File: src/rtl/vga_game_pkg.sv
// -----------------------------------------------------------------------------
// vga_game_pkg
// Purpose : shared definitions for the VGA block game datapath: default screen
//           geometry, colour constants, the screen-edge behaviour selector and
//           the move-scheduling FSM state type.
// Ports   : none (package)
// -----------------------------------------------------------------------------
package vga_game_pkg;

  localparam int H_ACTIVE_DEF = 800;
  localparam int V_ACTIVE_DEF = 600;

  localparam logic [7:0] COLOR_FG = 8'hFF;
  localparam logic [7:0] COLOR_BG = 8'h00;

  // Behaviour when a move would push the block past a screen edge
  typedef enum logic {
    EDGE_CLAMP,
    EDGE_WRAP
  } edge_mode_e;

  // Move scheduler: IDLE (nothing queued), ARMED (waiting for frame_tick),
  // COMMIT (single cycle in which queued moves are applied)
  typedef enum logic [1:0] {
    IDLE,
    ARMED,
    COMMIT
  } state_e;

endpackage

File: src/rtl/block_axis_step.sv
// -----------------------------------------------------------------------------
// block_axis_step
// Purpose : combinational next-position logic for one axis of the block.
//           Applies +STEP / -STEP and clamps or wraps at the [0, LIM] range.
// Ports   : p       in   COORD_W  current top-left coordinate on this axis
//           inc     in   1        move in the + direction
//           dec     in   1        move in the - direction
//           mode    in   enum     EDGE_CLAMP / EDGE_WRAP
//           p_next  out  COORD_W  coordinate after the move
//           hit     out  1        the move was clamped or wrapped
// -----------------------------------------------------------------------------
module block_axis_step
  import vga_game_pkg::*;
#(
  parameter int COORD_W = 10,
  parameter int LIM     = 760,
  parameter int STEP    = 8
) (
  input  logic [COORD_W-1:0] p,
  input  logic               inc,
  input  logic               dec,
  input  edge_mode_e         mode,
  output logic [COORD_W-1:0] p_next,
  output logic               hit
);

  // One extra bit so p+STEP cannot overflow before the limit compare
  localparam int W = COORD_W + 1;
  localparam logic [W-1:0] LIM_W  = W'(LIM);
  localparam logic [W-1:0] STEP_W = W'(STEP);

  logic [W-1:0] w_pExt;
  logic [W-1:0] w_sum;
  logic [W-1:0] w_diff;

  assign w_pExt = {1'b0, p};
  assign w_sum  = w_pExt + STEP_W;
  assign w_diff = w_pExt - STEP_W;

  // inc and dec together cancel: no move and no hit
  always_comb begin
    p_next = p;
    hit    = 1'b0;
    if (inc && !dec) begin
      if (w_sum > LIM_W) begin
        hit    = 1'b1;
        p_next = (mode == EDGE_WRAP) ? '0 : LIM_W[COORD_W-1:0];
      end else begin
        p_next = w_sum[COORD_W-1:0];
      end
    end else if (dec && !inc) begin
      if (w_pExt < STEP_W) begin
        hit    = 1'b1;
        p_next = (mode == EDGE_WRAP) ? LIM_W[COORD_W-1:0] : '0;
      end else begin
        p_next = w_diff[COORD_W-1:0];
      end
    end
  end

endmodule

File: src/rtl/block_mover_ctrl.sv
// -----------------------------------------------------------------------------
// block_mover_ctrl
// Purpose : holds the position of one rectangle, queues direction presses and
//           applies them only at frame boundaries (no tearing), then renders
//           the block as a registered pixel colour for vga_ctrl.
// Ports   : clk         in   1        pixel clock
//           rst_n       in   1        asynchronous active-low reset
//           key_up/down/left/right in 1  single-cycle press pulses
//           frame_tick  in   1        pulse at first line of vertical blanking
//           vga_xide    in   COORD_W  current active pixel x
//           vga_yide    in   COORD_W  current active pixel y
//           vga_data    out  8        pixel colour, 1-cycle latency
//           blk_x/blk_y out  COORD_W  block top-left corner
//           edge_hits   out  8        saturating count of clamped/wrapped moves
//           pending     out  1        a move is waiting for frame_tick
// -----------------------------------------------------------------------------
module block_mover_ctrl
  import vga_game_pkg::*;
#(
  parameter int         H_ACTIVE = H_ACTIVE_DEF,
  parameter int         V_ACTIVE = V_ACTIVE_DEF,
  parameter int         COORD_W  = 10,
  parameter int         BLK_W    = 40,
  parameter int         BLK_H    = 40,
  parameter int         STEP     = 8,
  parameter int         WRAP     = 0,
  parameter int         X0       = 380,
  parameter int         Y0       = 280,
  parameter logic [7:0] FG       = COLOR_FG,
  parameter logic [7:0] BG       = COLOR_BG
) (
  input  logic               clk,
  input  logic               rst_n,
  input  logic               key_up,
  input  logic               key_down,
  input  logic               key_left,
  input  logic               key_right,
  input  logic               frame_tick,
  input  logic [COORD_W-1:0] vga_xide,
  input  logic [COORD_W-1:0] vga_yide,
  output logic [7:0]         vga_data,
  output logic [COORD_W-1:0] blk_x,
  output logic [COORD_W-1:0] blk_y,
  output logic [7:0]         edge_hits,
  output logic               pending
);

  localparam int LIM_X = H_ACTIVE - BLK_W;
  localparam int LIM_Y = V_ACTIVE - BLK_H;
  localparam edge_mode_e MODE = (WRAP != 0) ? EDGE_WRAP : EDGE_CLAMP;

  if (X0 < 0 || X0 > LIM_X) begin : g_badX0
    $error("block_mover_ctrl: X0 outside 0..H_ACTIVE-BLK_W");
  end
  if (Y0 < 0 || Y0 > LIM_Y) begin : g_badY0
    $error("block_mover_ctrl: Y0 outside 0..V_ACTIVE-BLK_H");
  end

  // Pend flag bit order: {up, down, left, right}
  localparam int P_UP    = 3;
  localparam int P_DOWN  = 2;
  localparam int P_LEFT  = 1;
  localparam int P_RIGHT = 0;

  state_e             r_state;
  logic [3:0]         r_pend;
  logic [COORD_W-1:0] r_blkX;
  logic [COORD_W-1:0] r_blkY;
  logic [7:0]         r_edgeHits;
  logic [7:0]         r_vgaData;

  logic [3:0]         w_keys;
  logic               w_anyKey;
  logic [COORD_W-1:0] w_nextX;
  logic [COORD_W-1:0] w_nextY;
  logic               w_hitX;
  logic               w_hitY;
  logic [8:0]         w_hitSum;
  logic [7:0]         w_hitsSat;

  assign w_keys   = {key_up, key_down, key_left, key_right};
  assign w_anyKey = |w_keys;

  block_axis_step #(
    .COORD_W (COORD_W),
    .LIM     (LIM_X),
    .STEP    (STEP)
  ) u_axisX (
    .p      (r_blkX),
    .inc    (r_pend[P_RIGHT]),
    .dec    (r_pend[P_LEFT]),
    .mode   (MODE),
    .p_next (w_nextX),
    .hit    (w_hitX)
  );

  block_axis_step #(
    .COORD_W (COORD_W),
    .LIM     (LIM_Y),
    .STEP    (STEP)
  ) u_axisY (
    .p      (r_blkY),
    .inc    (r_pend[P_DOWN]),
    .dec    (r_pend[P_UP]),
    .mode   (MODE),
    .p_next (w_nextY),
    .hit    (w_hitY)
  );

  // Up to two hits per commit; one spare bit detects saturation
  assign w_hitSum  = {1'b0, r_edgeHits} + {8'd0, w_hitX} + {8'd0, w_hitY};
  assign w_hitsSat = w_hitSum[8] ? 8'hFF : w_hitSum[7:0];

  // Move scheduler. In COMMIT the old flags are consumed and replaced by any
  // press arriving in that same cycle, so that press lands in the next frame.
  always_ff @(posedge clk or negedge rst_n) begin
    if (!rst_n) begin
      r_state    <= IDLE;
      r_pend     <= '0;
      r_blkX     <= COORD_W'(X0);
      r_blkY     <= COORD_W'(Y0);
      r_edgeHits <= '0;
    end else begin
      case (r_state)
        IDLE: begin
          r_pend <= w_keys;
          if (w_anyKey) r_state <= ARMED;
        end
        ARMED: begin
          r_pend <= r_pend | w_keys;
          if (frame_tick) r_state <= COMMIT;
        end
        COMMIT: begin
          r_blkX     <= w_nextX;
          r_blkY     <= w_nextY;
          r_edgeHits <= w_hitsSat;
          r_pend     <= w_keys;
          r_state    <= w_anyKey ? ARMED : IDLE;
        end
        default: begin
          r_state <= IDLE;
          r_pend  <= '0;
        end
      endcase
    end
  end

  // Pixel path; the end bounds are one bit wider so blk+size cannot wrap
  logic [COORD_W:0] w_xEnd;
  logic [COORD_W:0] w_yEnd;
  logic             w_inBlk;

  assign w_xEnd  = {1'b0, r_blkX} + (COORD_W+1)'(BLK_W);
  assign w_yEnd  = {1'b0, r_blkY} + (COORD_W+1)'(BLK_H);
  assign w_inBlk = (vga_xide >= r_blkX) && ({1'b0, vga_xide} < w_xEnd) &&
                   (vga_yide >= r_blkY) && ({1'b0, vga_yide} < w_yEnd);

  always_ff @(posedge clk or negedge rst_n) begin
    if (!rst_n) begin
      r_vgaData <= BG;
    end else begin
      r_vgaData <= w_inBlk ? FG : BG;
    end
  end

  assign vga_data  = r_vgaData;
  assign blk_x     = r_blkX;
  assign blk_y     = r_blkY;
  assign edge_hits = r_edgeHits;
  assign pending   = (r_state != IDLE);

endmodule

File: config.mk
export PLATFORM = sky130hd
export DESIGN_NAME = block_mover_ctrl
export DESIGN_NICKNAME = d
export VERILOG_FILES = /design/src/rtl/vga_game_pkg.sv /design/src/rtl/block_axis_step.sv /design/src/rtl/block_mover_ctrl.sv
export SDC_FILE = /design/constraint.sdc
export NUM_CORES = 1
export LEC_CHECK = 0
export CAP_MARGIN = 10
export CORE_MARGIN = 2
export CORE_UTILIZATION = 45
export CTS_CLUSTER_SIZE = 40
export DETAILED_ROUTE_END_ITERATION = 10
export DONT_BUFFER_PORTS = 1
export SYNTH_ARGS = -nofsm -noshare
export SYNTH_HDL_FRONTEND = slang
export SYNTH_SLANG_ARGS = --single-unit
File: constraint.sdc
create_clock -name clk -period 7.6 [get_ports clk]
set_input_delay 1.52 -clock clk [delete_from_list [all_inputs] [get_ports clk]]
set_output_delay 1.52 -clock clk [all_outputs]
set_load 0.01 [all_outputs]
== Word-level counts from Yosys, hierarchy flattened ==
Index checks and enable logic that the tools add are counted.
Storage, ports and cells
  logic and storage cells: 70
  register bits: 42
Operators by class
  mux-type cells: 23
  order comparisons: 8
  $add $sub $neg: 8
  equal/unequal tests: 4
  bitwise operators: 1
  reductions and logical operators: 20
Operator list (count)
  $mux W10: 8
  $add A10 B4 Y11 const B: 2
  $add A10 B6 Y11 const B: 2
  $gt A11 B10 Y1 const B: 2
  $lt A10 B11 Y1: 2
  $ge A10 B10 Y1: 2
  $lt A10 B4 Y1 const B: 2
  $sub A10 B4 Y10 const B: 2
  $mux W8: 2
  $add A8 B1 Y9: 1
  $add A9 B1 Y9: 1
  $mux W1: 9
  $pmux W4 S2: 1
  $logic_and A1 B1 Y1: 7
  $pmux W2 S3: 1
  $reduce_and A2 Y1: 3
  $reduce_bool A2 Y1: 3
  $logic_not A1 Y1: 4
  $mux W2: 2
  $ne A2 B2 Y1 const B: 2
  $or A4 B4 Y4: 1
  $reduce_or A4 Y1: 1
  $eq A2 B1 Y1 const B: 1
  $eq A2 B2 Y1 const B: 1
  other kinds (2): 2

== Depth between registers and ports, before layout ==
  depth after elaboration: 7
  depth in mapped cells: 13
  mapped depth without buffers: 12

== Modules after synthesis ==
A second synthesis with hierarchy kept.
Second synthesis, totals
  cells, all modules: 459
  area total of the unflattened synthesis: 3758.6 µm²
By module, submodules not included
  block_mover_ctrl: sequential area each 887.1 µm², area an instance 2439.8 µm², instances 1, cells an instance 269
  block_axis_step (u_axisX): sequential area each 0.0 µm², area an instance 709.4 µm², instances 1, cells an instance 108
  block_axis_step (u_axisY): sequential area each 0.0 µm², area an instance 609.3 µm², instances 1, cells an instance 82

== Worst setup path before layout ==
OpenSTA, ideal clock, no wires.
  kind: reg2reg
  from: register r_blkY[3], in the netlist blk_y[3]
  to: register r_edgeHits[0], in the netlist edge_hits[0]
  buffers on the path: 1
  data arrival time: 3.128 ns
  clock period less this slack: 3.215 ns
  cell stages (with the launch flop): 14
  slack: 4.385 ns
  path through: dfstp_2 -> ha_1 -> or2_2 -> a21oi_1 -> o32ai_1 -> o21ai_2 -> or2_2 -> fa_1 -> inv_1 -> ha_1 -> and3_1 -> clkbuf_1 -> nand4_1 -> o211ai_1
On the way
  word-level cells in the longest chain between the ends: 6
  elaborated cells between the ends (all ways): 9
  classes of those cells: add/sub: 2; order compare: 2; mux: 5
Ends and longest elaborated chain
  start: declaration: line block_mover_ctrl.sv:68  | logic [COORD_W-1:0] r_blkY;
  start signal: assignment: line block_mover_ctrl.sv:121  | r_blkY <= COORD_W'(Y0);
  start signal: assignment: line block_mover_ctrl.sv:135  | r_blkY <= w_nextY;
  $add A10 B4 Y11 or $lt A10 B4 Y1 (tied branches): line block_axis_step.sv:37, block_axis_step.sv:52
  $gt A11 B10 Y1 or $mux W1 (tied branches): line block_axis_step.sv:45, block_axis_step.sv:52
  $mux W1, on equally long branches: line block_axis_step.sv:45, block_axis_step.sv:51
  $mux W1 *: line block_axis_step.sv:44  | if (inc && !dec) begin
  $add A9 B1 Y9 *: line block_mover_ctrl.sv:111  | assign w_hitSum = {1'b0, r_edgeHits} + {8'd0, w_hitX} + {8'd0, w_hitY};
  $mux W8 *: line block_mover_ctrl.sv:112  | assign w_hitsSat = w_hitSum[8] ? 8'hFF : w_hitSum[7:0];
  end signal: assignment: line block_mover_ctrl.sv:136  | r_edgeHits <= w_hitsSat;
  end: declaration: line block_mover_ctrl.sv:69  | logic [7:0] r_edgeHits;
Mark *: on every way between the ends. The rest lies on a longest branch, timed or not.
A chain may end at the register's enable or synchronous reset.

== Worst setup path after layout ==
Ends and elaborated chain as after synthesis.

==> results.toml <==
[grt]
grt_first_pass_wirelength_um = 11350
grt_max_degree = 31
grt_antenna_before_repair = 0
overflow = 0
grtUsageTotal_pct = 19.13
vias_in_the_first_global_route = 2358

[clock_network]
holdBufCountCts = 0
clock_pin_slew_on_the_worst_setup_and_hold_paths_ps = 70
htree_num_levels = 2
insertion_delay_ps = 280
post-cts-setup-buffer-count = 0
cts.sink_count = 30
cts_max_path_buffers = 2
tritoncts = "yes"
cts_made_buffers = 5
ctsResizeCount = 0
cts_root_buffer = "clkbuf_8"

[timing]
timing_max_transition_violations_final = 0
timing.clock.skew_ps = 8.078
grt_setup_unrepaired = "false"
finalSetupViolCount = 0
maxSlewHeadroom_pct = 52.59
clock.fmax_ghz = 0.2722
setup_ws_ps = 3926
finalCriticalPeriod_ps = 3674
finalHoldViolations = 0
fin_tns_setup_ps = 0
tightestPinTransition_ps = 711.6
period_share_pct = 48.34

[yosys]
synth-edff-count = 0
synth_most_common_cell = "ha_1"
seq_area_frac_synth_pct = 26.00
synth_area_per_cell_um2 = 8.208
synthesis.instances = 357
netlist_top_cells_count = "40 x ha_1, 35 x a21oi_1, 29 x nor2_1"
synth_top_cells_by_area = "dfrtp_1 18%, ha_1 17%, dfstp_2 8.1%"
mappedNetlistArea_um2 = 2930
ys_types = 61
synth-warning-count = 0
async_flop_share_pct = 100.0
netlist.area_leader.share_pct = 17.93
synth_top_cell_by_area = "dfrtp_1"
synth_top_flop_cell = "dfrtp_1"
synth.ff_latch_count = 30

[placement]
dp_slack_ps = 3945
dpl-instance-area_um2 = 2888
routabilityCongestion = 0.8305
dp_hpwl_um = 4978
placed_cells_incl_taps = 414
placement.io_buffers = 0

[power_and_ir_drop]
leakagePower_uw = 0.001303
intPower_uw = 588.6
power_density_nw_per_um2 = 379.7
power.switching_fraction_pct = 48.39
power_switching_uw = 552.0
worst_ir_drop_vdd_uv = 185.8
power.combinational.fraction_pct = 52.1
power.sequential.fraction_pct = 33.3
power.clock.fraction_pct = 14.6

[critical_path]
path_class = "register to register"
worst_ep_required_time_ps = 7810
cp.arrival_ps = 3880
critical_path_peak_fanout = 10
critPathCaptureType = "register"
critPathLaunchType = "register"

[floorplan]
floorplan.initialDensity_pct = 46.41
die_area_um2 = 7173
row_count = 29
die_h_um = 84.70
io-pin-count = 64
die_extent_in_x_um = 84.70
placeableCoreArea_um2 = 6314

[detailed_routing]
detail_route.wirelength_um = 6473
vias = 2450
wire_per_inst_um = 15.34
drt-pass1-iter-count = 4
viasPerCell = 5.806
first_iter_violations = 191
ant_nets = 0
post-route-drc-count = 0

[min_path]
worst_hold_path_type = "register to register"

[layout]
post_route_cell_area_um2 = 3004
n_fill_cell = 634
areaGrowthSynthToFinish_pct = 2.519
nets = 412
number_of_standard_cells_in_the_final_layout_excluding_fillers = 422
post_route_cells_drive_above_1_share_pct = 8.116
num_antenna_cells = 0

[outcome]
result_of_the_run = "finished, final reports clean"

[job]
maxCapViolCount = 0
==> path summary, 6_finish.rpt <==
path	from	slack, ps	end	cells after the start
worst min register to register	blk_x[2]	500	blk_x[2]	1
worst max register to register	blk_y[3]	3930	edge_hits[0]	12
worst max-delay path	blk_y[3]	3930	edge_hits[0]	12
worst min-delay path	blk_x[2]	500	blk_x[2]	1
max in group asynchronous	rst_n	6490	blk_y[3]	0
min in group asynchronous	rst_n	920	edge_hits[7]	0
==> power by group through the flow <==
stage / clock (uW) / combinational (uW) / sequential, uW
final: 167 / 595 / 379
after detailed placement: 0 / 593 / 384
after global routing: 177 / 697 / 395
after global placement: 0 / 581 / 383
after floorplan: 0 / 557 / 304
after CTS: 171 / 598 / 381
==> cells by family (layout without fill, tap and decap cells) <==
kind of cell / after synthesis / count (layout) / synth area share, %
AO/OA/AOI/OAI: 107 / 107 / 22.89
adder cells (fa/ha/maj): 41 / 41 / 17.76
XOR/XNOR: 17 / 17 / 5.338
buffers and inverters: 50 / 34 / 8.582
other: 1 / 5 / 0.1280
multiplexers: 1 / 1 / 0.3416
AND/OR/NAND/NOR: 110 / 110 / 18.96
flip-flops: 30 / 30 / 26.00
==> cell usage in the layout, fill, tap and decap left out, types with 7 or more instances in the layout <==
cell	count
nor2_1	29
and3_1	10
xnor2_1	13
inv_1	26
o21ai_0	23
dfstp_2	9
ha_1	40
nand3_1	14
nand2_1	24
dfrtp_1	21
nor3_1	7
a21oi_1	35
==> layout make-up <==
class | instances | area [um^2] | share of cell area [%]
Clock buffer | 7 | 86.33 | 2.874
Clock inverter | 1 | 30.03 | 0.9996
Inverter | 26 | 97.59 | 3.249
Multi-Input combinational cell | 281 | 1932 | 64.31
Sequential cell | 30 | 762.0 | 25.36
Tap cell | 77 | 96.34 | 3.207
==> layer usage <==
metal / track usage [%] / wire [um] / vias up
met5: 0 / 0 / -
met4: 4.762 / 19 / 0
met3: 4.916 / 426 / 2
met2: 29.49 / 2911 / 57
met1: 26.90 / 3116 / 1144
li1: - / - / 1247
==> stage by stage <==
stage                     utilization [%]  hold slack [ps]  power (uW)
after global routing                47.58            516.9        1268
after CTS                           47.58            503.3        1150
after floorplan                         -            471.9       861.3
after detailed placement            45.74            493.0       976.9
final                               47.58            499.7        1141
after global placement              45.74            489.7       964.0
==> state kept, by name, summed over array words and instances, names as in the netlist <==
register	cells
r_pend	4
blk_y	7
vga_data	1
edge_hits	8
r_state	2
blk_x	8
==> worst max-delay path, cell delays in order, from the launching register on <==
cell and delay (ps):
dfstp_2 660, inv_1 150, ha_1 350, a221oi_1 100, o32ai_1 430, o21ai_2 190
or2_2 340, fa_1 380, inv_1 80, ha_1 160, and3_1 290, nand4_1 290
o211ai_1 180
(Power assumes the default switching activity.)
